==> src/rtl/slinky_pkg.sv <==
// slinky_pkg: register offsets, step modes and bus phase numbers shared by the slinky pointer card
package slinky_pkg;
  typedef enum logic [1:0] {
    MODE_HOLD = 2'b00,
    MODE_INC  = 2'b01,
    MODE_DEC  = 2'b10
  } step_mode_e;
  localparam logic [1:0] OFF_LO   = 2'd0;
  localparam logic [1:0] OFF_MID  = 2'd1;
  localparam logic [1:0] OFF_HI   = 2'd2;
  localparam logic [1:0] OFF_DATA = 2'd3;
  localparam logic [3:0] REG_MODE = 4'hE;
  localparam logic [3:0] REG_BANK = 4'hF;
  localparam logic [2:0] S_SYNC    = 3'd1;
  localparam logic [2:0] S_RIP_MID = 3'd2;
  localparam logic [2:0] S_RIP_HI  = 3'd3;
  localparam logic [2:0] S_BUS     = 3'd4;
  localparam logic [2:0] S_CS      = 3'd5;
  localparam logic [2:0] S_WRITE   = 3'd6;
  localparam logic [2:0] S_LATE    = 3'd7;
endpackage

==> src/rtl/slinky_ptr.sv <==
// slinky_ptr: one auto-stepping address pointer; byte writes, write-carry/borrow and a
// carry ripple staged one byte per bus phase (low at S1, mid at S2, high at S3).
module slinky_ptr
  import slinky_pkg::*;
#(
  parameter int ADDR_W = 24
) (
  input  logic        clk,
  input  logic        rst_n,
  input  logic [2:0]  s,
  input  logic [2:0]  wr_en,
  input  logic        step,
  input  logic [7:0]  din,
  input  logic [1:0]  mode,
  output logic [23:0] ptr
);
  localparam logic [23:0] MSK = 24'((33'd1 << ADDR_W) - 33'd1);
  localparam logic [2:0] STG [3] = '{S_SYNC, S_RIP_MID, S_RIP_HI};
  logic [23:0] ptr_q, ptr_d;
  logic [2:0]  pend_q, pend_d, dec_q, dec_d;
  logic        inc, dn;
  always_comb begin
    ptr_d  = ptr_q;
    pend_d = pend_q;
    dec_d  = dec_q;
    inc    = mode == MODE_INC;
    dn     = mode == MODE_DEC;
    if (s == S_WRITE) begin
      for (int b = 0; b < 3; b++)
        if (wr_en[b]) ptr_d[8*b +: 8] = din;
      // bit 7 falling (inc) or rising (dec) under a write means software crossed a byte boundary
      for (int b = 0; b < 2; b++)
        if (wr_en[b] && ((inc && ptr_q[8*b+7] && !din[7]) || (dn && !ptr_q[8*b+7] && din[7]))) begin
          pend_d[b+1] = 1'b1;
          dec_d[b+1]  = dn;
        end
      if (step && (inc || dn)) begin
        pend_d[0] = 1'b1;
        dec_d[0]  = dn;
      end
    end
    for (int b = 0; b < 3; b++)
      if (s == STG[b] && pend_q[b]) begin
        ptr_d[8*b +: 8] = dec_q[b] ? ptr_q[8*b +: 8] - 8'd1 : ptr_q[8*b +: 8] + 8'd1;
        pend_d[b]       = 1'b0;
      end
    for (int b = 0; b < 2; b++)
      if (s == STG[b] && pend_q[b] && ptr_q[8*b +: 8] == (dec_q[b] ? 8'h00 : 8'hFF)) begin
        pend_d[b+1] = 1'b1;
        dec_d[b+1]  = dec_q[b];
      end
    ptr_d = ptr_d & MSK;
  end
  always_ff @(negedge clk or negedge rst_n)
    if (!rst_n) begin
      ptr_q  <= '0;
      pend_q <= '0;
      dec_q  <= '0;
    end else begin
      ptr_q  <= ptr_d;
      pend_q <= pend_d;
      dec_q  <= dec_d;
    end
  assign ptr = ptr_q;
endmodule

==> src/rtl/slinky_multi_ptr.sv <==
// slinky_multi_ptr: Apple II slot controller with NUM_PTR auto-stepping SRAM pointers,
// full register readback and an IOSTRB ROM bank register.
module slinky_multi_ptr
  import slinky_pkg::*;
#(
  parameter int ADDR_W  = 24,
  parameter int NUM_PTR = 2,
  parameter int BANK_W  = 8
) (
  input  logic              C7M,
  input  logic              nRES,
  input  logic              PHI1,
  input  logic              nDEVSEL,
  input  logic              nIOSEL,
  input  logic              nIOSTRB,
  input  logic [10:0]       A,
  input  logic              nWE,
  input  logic [7:0]        Din,
  output logic [7:0]        Dout,
  output logic              DOE,
  output logic              RDOE,
  output logic [ADDR_W-1:0] RA,
  output logic              RAMCS,
  output logic              nROMCS
);
  logic [2:0]           s_q, s_d;
  logic                 phi1_q, phi1_d, phi0_seen_q, phi0_seen_d;
  logic                 dben_q, dben_d, csen_q, csen_d;
  logic                 regen_q, regen_d, ioromen_q, ioromen_d;
  logic [2*NUM_PTR-1:0] mode_q, mode_d;
  logic [BANK_W-1:0]    bank_q, bank_d;
  logic [1:0]           act_q, act_d;
  logic [1:0]           p, off;
  logic                 dev, dp, wr, at_wr, rom_on, io_bus;
  logic [23:0]          ptr [4];
  logic [31:0]          rd_word;
  logic [ADDR_W-1:0]    ptr_ra;
  assign p   = A[3:2];
  assign off = A[1:0];
  always_comb begin
    dev         = !nDEVSEL && regen_q;
    dp          = dev && off == OFF_DATA && int'(p) < NUM_PTR;
    at_wr       = s_q == S_WRITE;
    wr          = dev && !nWE && at_wr;
    rom_on      = !nIOSTRB && ioromen_q;
    io_bus      = s_q == S_BUS && !nIOSEL;
    s_d         = (PHI1 && !phi1_q && phi0_seen_q) ? S_SYNC :
                  (s_q == 3'd0 || s_q == S_LATE) ? s_q : s_q + 3'd1;
    phi1_d      = PHI1;
    phi0_seen_d = phi0_seen_q || !PHI1;
    dben_d      = s_q >= S_BUS;
    csen_d      = (s_q == S_BUS && nWE) || s_q >= S_CS;
    regen_d     = regen_q || io_bus;
    ioromen_d   = (s_q == S_BUS && !nIOSTRB && A == 11'h7FF) ? 1'b0 : ioromen_q || io_bus;
    mode_d      = (wr && A[3:0] == REG_MODE) ? Din[2*NUM_PTR-1:0] : mode_q;
    bank_d      = (wr && A[3:0] == REG_BANK) ? Din[BANK_W-1:0] : bank_q;
    act_d       = (dp && at_wr) ? p : act_q;
    // absent pointers and the data-port slot read as zero through the padded word
    rd_word     = {8'h00, ptr[p]};
    Dout        = A[3:0] == REG_MODE ? 8'(mode_q) :
                  A[3:0] == REG_BANK ? 8'(bank_q) : rd_word[8*off +: 8];
    ptr_ra      = ptr[dp ? p : act_q][ADDR_W-1:0];
    RA          = !nIOSTRB ? ((ADDR_W'(bank_q) + ADDR_W'(1)) << 11) | ADDR_W'(A) :
                  !nIOSEL  ? ADDR_W'(A) : ptr_ra;
    RAMCS       = dp && csen_q;
    nROMCS      = !(csen_q && (!nIOSEL || rom_on));
    DOE         = dben_q && nWE && (dev || !nIOSEL || rom_on);
    RDOE        = dben_q && !nWE;
  end
  for (genvar i = 0; i < 4; i++) begin : g_ptr
    if (i < NUM_PTR) begin : g_on
      slinky_ptr #(.ADDR_W(ADDR_W)) u_ptr (
        .clk   (C7M),
        .rst_n (nRES),
        .s     (s_q),
        .wr_en ((wr && p == 2'(i)) ? {off == OFF_HI, off == OFF_MID, off == OFF_LO} : 3'b000),
        .step  (dp && p == 2'(i)),
        .din   (Din),
        .mode  (mode_q[2*i +: 2]),
        .ptr   (ptr[i])
      );
    end else begin : g_off
      assign ptr[i] = '0;
    end
  end
  always_ff @(posedge C7M or negedge nRES)
    if (!nRES) begin
      s_q         <= '0;
      phi1_q      <= 1'b0;
      phi0_seen_q <= 1'b0;
      dben_q      <= 1'b0;
      csen_q      <= 1'b0;
      regen_q     <= 1'b0;
      ioromen_q   <= 1'b0;
    end else begin
      s_q         <= s_d;
      phi1_q      <= phi1_d;
      phi0_seen_q <= phi0_seen_d;
      dben_q      <= dben_d;
      csen_q      <= csen_d;
      regen_q     <= regen_d;
      ioromen_q   <= ioromen_d;
    end
  always_ff @(negedge C7M or negedge nRES)
    if (!nRES) begin
      mode_q <= '0;
      bank_q <= '0;
      act_q  <= '0;
    end else begin
      mode_q <= mode_d;
      bank_q <= bank_d;
      act_q  <= act_d;
    end
endmodule
==> config.mk <==
export PLATFORM = sky130hd
export DESIGN_NAME = slinky_multi_ptr
export DESIGN_NICKNAME = d
export VERILOG_FILES = /design/src/rtl/slinky_pkg.sv /design/src/rtl/slinky_ptr.sv /design/src/rtl/slinky_multi_ptr.sv
export SDC_FILE = /design/constraint.sdc
export NUM_CORES = 1
export LEC_CHECK = 0
export ABC_AREA = 1
export BUFFER_PORTS_ARGS = -buffer_cell sky130_fd_sc_hd__buf_2
export CORE_MARGIN = 1
export CORE_UTILIZATION = 42
export CTS_CLUSTER_DIAMETER = 150
export DETAILED_ROUTE_END_ITERATION = 12
export SETUP_SLACK_MARGIN = 0.5
export SLEW_MARGIN = 25
export SYNTH_ARGS = -nofsm -noshare
export SYNTH_HDL_FRONTEND = slang
export SYNTH_HIERARCHICAL = 1
export SYNTH_SLANG_ARGS = --single-unit
export TNS_END_PERCENT = 5
==> constraint.sdc <==
create_clock -name C7M -period 2.39 [get_ports C7M]
set_input_delay 0.5975 -clock C7M [delete_from_list [all_inputs] [get_ports C7M]]
set_output_delay 0.5975 -clock C7M [all_outputs]
set_load 0.03 [all_outputs]
* Yosys cells after proc, flatten, opt, wreduce, memory -nomap -nowiden
Index checks and enable logic that the tools add are counted. Widths: inputs -> output; s select.
Operators by class: $add $sub $neg 14, order comparisons 5, equality and inequality tests 22, shift operators 1, multiplexer cells 70, bitwise operators 3, reduce and logical (&&, ||, !) cells 133
Operator list (count):
- $mux 24 | 8
- $mux 8 | 24
- $bmux 24 s2 | 2
- $logic_and 1x1->1 | 56
- $add 8x1->8 const B | 6
- $sub 8x1->8 const B | 6
- $reduce_bool 2->1 | 22
- $reduce_and 2->1 | 18
- $eq 8x8->1 | 4
- $shiftx 32x6->8 | 1
- $mux 1 | 27
- $mux 3 | 8
- $reduce_bool 3->1 | 8
- $or 20x11->20 | 1
- $logic_or 1x1->1 | 14
- $ge 3x3->1 const B | 4
- $logic_not 1->1 | 12
- $eq 11x11->1 const B | 1
- $add 8x1->9 const B | 1
- $eq 3x3->1 const B | 3
- $eq 2x1->1 const B | 4
- $eq 2x2->1 const B | 4
- $eq 4x4->1 const B | 2
- $eq 3x2->1 const B | 2
- 8 further kinds | 10
Word-level totals: flip-flop bits (word level) 83, output and inout bits 36, logic and storage cells 276

* Logic depth before layout (Yosys ltp)
Gate-level depths: netlist of run 1.
depth after elaboration 11, depth in mapped cells 12, mapped depth without buffers 12

* By module
The synthesis of run 1 kept the hierarchy.
Modules (own cells, without submodules):
- slinky_ptr at g_ptr[0].g_on.u_ptr | instances 1, cells an instance 386, area each 2572.5 µm²
- slinky_ptr at g_ptr[1].g_on.u_ptr | instances 1, cells an instance 382, area each 2566.2 µm²
- slinky_multi_ptr | instances 1, cells an instance 449, area each 2561.2 µm²

==> results.py, run 1 <==
metrics = {
    "run_status": {
        "status": "finished with violations",
        "violations": "negative setup slack",
    },
    "die": {
        "fp.dieW_um": 137,
        "fp-row-count": 49,
        "dieArea_um2": 18900,
        "start_util_pct": 42.9,
        "die_h_um": 137,
        "io_pins": 62,
        "core_um2": 18000,
    },
    "sta": {
        "finalSetupViolations": 105,
        "hold_slack_ns": 0.213,
        "maxSlewViolCount": 0,
        "hold_violations": 0,
        "relSlewSlack_pct": 70.0,
        "rsz0062_at_grt": "true",
        "worst_pin_slew_ns": 0.451,
        "fin_skew_ns": 0.00635,
        "layout_setup_ws_ns": -1.10,
    },
    "cts": {
        "ctsHtreeMaxLevel": 3,
        "numCtsBuffers": 9,
        "cts_tree": "yes",
        "postCtsHoldBufs": 0,
        "cts_sinks": 83,
        "clkLatencyLatePin_ns": 0.35,
        "clock-root-buffer": "clkbuf_16",
        "clk_pin_slew_ns": 0.06,
        "clockBufferDepth": 2,
    },
    "synth": {
        "post_synth.cell_area_avg_um2": 6.33,
        "ys_ff_latch": 83,
        "synth_top_area_cell": "dfrtn_1",
        "yosys.cell_count.top_type": "nand2_1",
        "synthFlopType": "dfrtn_1",
        "async_flop_share_pct": 100,
        "yosysUniqueCellTypes": 44,
        "synth_edf_count": 0,
        "syn-num-nets": 1294,
        "yosysWarnings": 6,
        "netlist_instances": 1217,
        "synth_seq_area_share_pct": 27.0,
        "yosysTopAreaCellShare_pct": 24.0,
        "ys_top_cells_by_area": "dfrtn_1, nand2_1, inv_1, nand3_1, ha_1",
        "synth_common_cells": "nand2_1, inv_1, nand3_1",
        "synth_area_um2": 7700,
    },
    "global_routing": {
        "grt_pass1_vias": 7808,
        "grt_max_degree": 48,
        "grt_pass1_wl_mm": 39.9,
        "grt.overflow.total": 0,
        "antenna_found_initial": 0,
        "grt_usage_pct": 28.2,
    },
    "critical_path": {
        "crit_path_end": "RA[19]",
        "crit_fanout": 3,
        "regToRegSetupSlack_ns": -0.64,
        "regToRegStartpoint": "s_q[0]$_DFFE_PN0P_",
        "timing.rr.end": "g_ptr[1].g_on.u_ptr/dec_q[1]$_DFFE_NN0P_",
        "worstSetupEndpointType": "primary output",
        "startpoint": "bank_q[0]$_DFFE_NN0P_",
        "r2r_cells": 10,
        "worstPathArrival_ns": 2.89,
        "critPathRequiredTime_ns": 1.79,
        "startpoint_type": "register",
        "crit_type": "register to primary output",
    },
    "flow_run": {
        "cap_viol_max_count": 0,
    },
    "min_path": {
        "hold_class": "input pin to async pin",
    },
    "power_and_ir_drop": {
        "p_total_mw": 7.35,
        "leakage_nw": 5.69,
        "power_density_nw_per_um2": 711,
        "peakVddDrop_mv": 0.437,
    },
    "cells_and_area": {
        "area_growth_pct": 34.2,
        "antenna_cells": 0,
        "layout-drive-gt1-share_pct": 26.7,
        "fill_cells": 1758,
        "final_nets": 1523,
    },
    "routing": {
        "routedWlPerCell_um": 15.3,
        "drt_iter0_markers": 593,
        "drcViolationCount": 0,
        "routed_wl_mm": 25.7,
        "via_count": 8530,
        "vias_per_cell": 5.08,
        "drtPass1Iterations": 5,
        "antenna_left": 0,
    },
    "placement": {
        "portBuffers": 61,
        "finalWeightedCongestion": 0.926,
        "detailed_place_hpwl_mm": 20.2,
    },
}
-- kinds of logic (layout without fill, tap and decap cells) --
kind of cell | count (synthesis) | count (layout) | share of synthesized area, %
and+or+nand+nor | 700 | 701 | 40.3
adders and majority gates | 51 | 51 | 8.87
AOI/OAI and AO/OA | 142 | 142 | 10.3
buffers and inverters | 226 | 459 | 11.9
DFF | 83 | 83 | 27.0
xor gates and xnor gates | 15 | 15 | 1.71
-- metal layers --
metal  vias to the layer above  global-route usage (%)  wire length [µm]
met5                         -                       0                 0
met4                         0                    9.10               555
met3                        37                    2.91              1340
met2                       251                    46.0             11700
met1                      3896                    38.7             12000
li1                       4346                       -                 -
-- metrics by stage --
| stage | area [µm²] | util [%] | instances | worst slack, ns | setup TNS, ns |
|---|---|---|---|---|---|
| after floorplan | 7760 | - | 1217 | -0.731 | -55.89 |
| after global placement | 9550 | 53.1 | 1657 | -0.753 | -65.56 |
| after detailed placement | 9550 | 53.1 | 1657 | -0.805 | -68.55 |
| after CTS | 10100 | 56.3 | 1675 | -1.11 | -64.79 |
| after global routing | 10300 | 57.5 | 1680 | -1.17 | -75.00 |
| final | 10300 | 57.5 | 1680 | -1.10 | -65.68 |
-- layout by cell type (no fill, tap or decap), types with 13 or more instances in the layout --
cell and n:
nand3_1 114, or2_2 13, inv_2 18, nand2_1 406, nor2_2 16, dfrtn_1 74, ha_1 43, nand4_1 21
o21ai_0 36, nand2_2 22, buf_4 173, o21ai_1 34, inv_1 185, buf_2 27, buf_6 29, a21oi_1 29
nand2_4 13, nor2_1 54
-- worst max-delay path, stage by stage (launching register included) --
cell	delay, ns
dfrtn_1	0.50
ha_4	0.19
nand3_4	0.09
nor2_4	0.11
nand3_1	0.08
nand3b_1	0.16
nand2_1	0.08
buf_6	0.13
-- sequential cells by signal, summed over array words and instances (netlist names) --
signal and flops:
csen_q 1, g_ptr.g_on.u_ptr/dec_q 6, phi0_seen_q 1, g_ptr.g_on.u_ptr/pend_q 6
bank_q 8, dben_q 1, regen_q 1, g_ptr.g_on.u_ptr/ptr 48
mode_q 4, s_q 3, act_q 2, phi1_q 1
ioromen_q 1
-- power by group --
group	leakage [nW]	switching [mW]	total, mW	internal [mW]
Sequential	1.01	0.217	1.94	1.73
Combinational	4.56	2.41	4.12	1.70
Clock	0.125	0.591	1.29	0.699
Total	5.69	3.22	7.35	4.13
-- area by class of cell --
type / count / area [µm²] / area share, %
Multi-Input combinational cell: 909 / 5040 / 48.8
Timing Repair Buffer: 235 / 1870 / 18.1
Tap cell: 229 / 287 / 2.77
Sequential cell: 83 / 2080 / 20.1
Inverter: 208 / 792 / 7.67
Clock inverter: 5 / 30.0 / 0.291
Clock buffer: 11 / 233 / 2.25
-- what timing repair did --
action | CTS | global route
gates resized for setup | 116 | 56
endpoints found under the setup margin | 109 | 109
gates cloned | 0 | 1
pin swaps | 18 | 14
endpoints found under the hold margin | 0 | 0
setup buffers | 2 | 4
-- worst min-delay path by stage --
stage	from	endpoint	cells after the start
floorplan	nRES	csen_q$_DFF_PN0_	0
CTS	nRES	phi1_q$_DFF_PN0_	2
global route	nRES	phi1_q$_DFF_PN0_	2
finish	nRES	phi1_q$_DFF_PN0_	2
detailed placement	phi0_seen_q$_DFF_PN0_	phi0_seen_q$_DFF_PN0_	1
global placement	g_ptr[1].g_on.u_ptr/pend_q[0]$_DFFE_NN0P_	g_ptr[1].g_on.u_ptr/pend_q[0]$_DFFE_NN0P_	2
Power figures use the tool's default switching activity.
==> run 2, diff against run 1 <==
--- a/config.mk
+++ b/config.mk
@@ -11,6 +11,7 @@
 export CORE_UTILIZATION = 42
 export CTS_CLUSTER_DIAMETER = 150
 export DETAILED_ROUTE_END_ITERATION = 12
+export MAX_ROUTING_LAYER = met4
 export SETUP_SLACK_MARGIN = 0.5
 export SLEW_MARGIN = 25
 export SYNTH_ARGS = -nofsm -noshare
==> constraint.sdc (replaced) <==
create_clock -name C7M -period 2.39 [get_ports C7M]
set_input_delay 0.5975 -clock C7M [delete_from_list [all_inputs] [get_ports C7M]]
set_output_delay 0.5975 -clock C7M [all_outputs]
set_load 0.01 [all_outputs]
==> results.py, run 2 (synthesized netlist as in run 1, its figures left out) <==
metrics = {
    "cts": {
        "numCtsBuffers": 9,
        "cts_tree": "yes",
        "clkLatencyLatePin_ns": 0.36,
        "clockBufferDepth": 2,
        "cts_sinks": 83,
        "clk_pin_slew_ns": 0.07,
        "clock-root-buffer": "clkbuf_16",
        "ctsHtreeMaxLevel": 3,
    },
    "power_and_ir_drop": {
        "peakVddDrop_mv": 0.572,
        "p_int_mw": 4.29,
        "pwr-share-comb_pct": 52.6,
        "leakage_nw": 5.70,
        "power_frac_seq_pct": 26.2,
        "p_sw_mw": 3.13,
        "clockPowerShare_pct": 21.2,
        "power_density_nw_per_um2": 727,
        "swShare_pct": 42.2,
    },
    "cells_and_area": {
        "area_growth_pct": 32.6,
        "final_nets": 1526,
        "layout-drive-gt1-share_pct": 26.6,
        "final_cell_area_um2": 10200,
        "mostFrequentLayoutCells": "nand2_1, inv_1, buf_4",
        "largest_reg_flops": 48,
        "antenna_cells": 0,
        "final_common_cell": "nand2_1",
    },
    "global_routing": {
        "grt.overflow.total": 0,
        "grt_pass1_wl_mm": 41.1,
        "grt_pass1_vias": 8011,
        "grt_usage_pct": 29.9,
        "antenna_found_initial": 0,
        "grt_max_degree": 30,
    },
    "critical_path": {
        "crit_type": "register to primary output",
        "worstPathArrival_ns": 2.86,
        "r2r_cells": 11,
        "critPathRequiredTime_ns": 1.79,
        "critPathTopFamily": "flip-flops",
        "critPathMaxStageDelay_ns": 0.42,
        "timing.rr.end": "g_ptr[0].g_on.u_ptr/ptr[18]$_DFFE_NN0P_",
        "crit_slowest_cell": "dfrtn_1",
        "startpoint": "bank_q[1]$_DFFE_NN0P_",
        "cp.depth": 8,
        "regToRegStartpoint": "s_q[0]$_DFFE_PN0P_",
        "crit_path_end": "RA[17]",
        "crit_path_cell_trace": "ha_2, nand3_2, nor2_2, inv_1, o21bai_1, nand3_1, nand2_1, buf_2",
        "path_buf_inv": 2,
        "worstSetupEndpointType": "primary output",
        "crit_fanout": 2,
        "regToRegSetupSlack_ns": -0.64,
        "startpoint_type": "register",
    },
    "routing": {
        "via_count": 8520,
        "drtPass1Iterations": 5,
        "routedWlPerCell_um": 15.4,
        "drcViolationCount": 0,
        "vias_per_cell": 5.06,
        "routed_wl_mm": 25.9,
        "antenna_left": 0,
        "drt_iter0_markers": 487,
    },
    "die": {
        "die_h_um": 137,
        "core_um2": 18000,
        "fp-row-count": 49,
        "dieArea_um2": 18900,
        "io_pins": 62,
        "fp.dieW_um": 137,
        "start_util_pct": 42.9,
    },
    "placement": {
        "place_ws_ns": -0.783,
        "postPlaceCellArea_um2": 9580,
        "finalWeightedCongestion": 0.979,
        "detailed_place_hpwl_mm": 20.5,
        "portBuffers": 61,
    },
    "run_status": {
        "violations": "negative setup slack",
        "status": "finished with violations",
    },
    "sta": {
        "fin_skew_ns": 0.00701,
        "relSlewSlack_pct": 68.6,
        "worst_pin_slew_ns": 0.472,
        "maxSlewViolCount": 0,
        "hold_violations": 0,
        "layout_setup_ws_ns": -1.07,
        "finalSetupViolations": 105,
        "rsz0062_at_grt": "true",
    },
    "min_path": {
        "hold_class": "input pin to async pin",
    },
    "flow_run": {
        "cap_viol_max_count": 0,
    },
}
run 2: layout make-up:
type,instances,area (µm²)
Multi-Input combinational cell,910,4990
Clock buffer,10,239
Timing Repair Buffer,237,1740
Tap cell,229,287
Inverter,208,790
Fill cell,1821,7750
Sequential cell,83,2080
Clock inverter,6,87.6
run 2: how the worst min path moves through the flow:
stage | endpoint | slack, ns | cells past startpoint
6_report | s_q[1]$_DFFE_PN0P_ | 0.24 | 2
5_1_grt | phi1_q$_DFF_PN0_ | 0.26 | 2
4_1_cts | csen_q$_DFF_PN0_ | 0.25 | 2
3_5_place_dp | phi0_seen_q$_DFF_PN0_ | 0.46 | 1
3_3_place_gp | g_ptr[0].g_on.u_ptr/pend_q[1]$_DFFE_NN0P_ | 0.45 | 2
2_1_floorplan | csen_q$_DFF_PN0_ | 0.30 | 0
run 2: stage by stage:
stage / TNS (ns) / util [%] / cells / power [mW] / hold slack, ns
global placement: -63.23 / 53.3 / 1662 / 5.63 / 0.451
global route: -74.30 / 56.8 / 1683 / 8.02 / 0.255
floorplan: -50.97 / - / 1217 / 4.26 / 0.302
CTS: -64.31 / 56.5 / 1683 / 7.42 / 0.248
finish: -64.25 / 56.8 / 1683 / 7.42 / 0.242
detailed placement: -64.57 / 53.3 / 1662 / 5.70 / 0.456
run 2: layer usage:
layer	global-route usage, %	part of all wire, %	wire length [µm]	vias up
met5	-	0	0	-
met2	47.4	46	11800	229
met1	39.0	46	11900	3915
met3	4.19	5.7	1470	43
met4	9.95	2.6	669	0
li1	-	-	-	4333
run 2: repair_timing:
item	4_1_cts	5_1_grt
buffers inserted	3	0
endpoints found under the setup margin	108	108
pin swaps	19	13
hold buffers	0	0
cloned	2	0
gates resized for setup	80	25
run 2: power by group through the flow:
stage	logic, mW	clock network [mW]	registers [mW]
3_3_place_gp	3.67	0	1.96
2_1_floorplan	2.24	0	2.02
4_1_cts	3.88	1.59	1.95
3_5_place_dp	3.73	0	1.96
6_report	3.90	1.57	1.94
5_1_grt	4.40	1.65	1.97
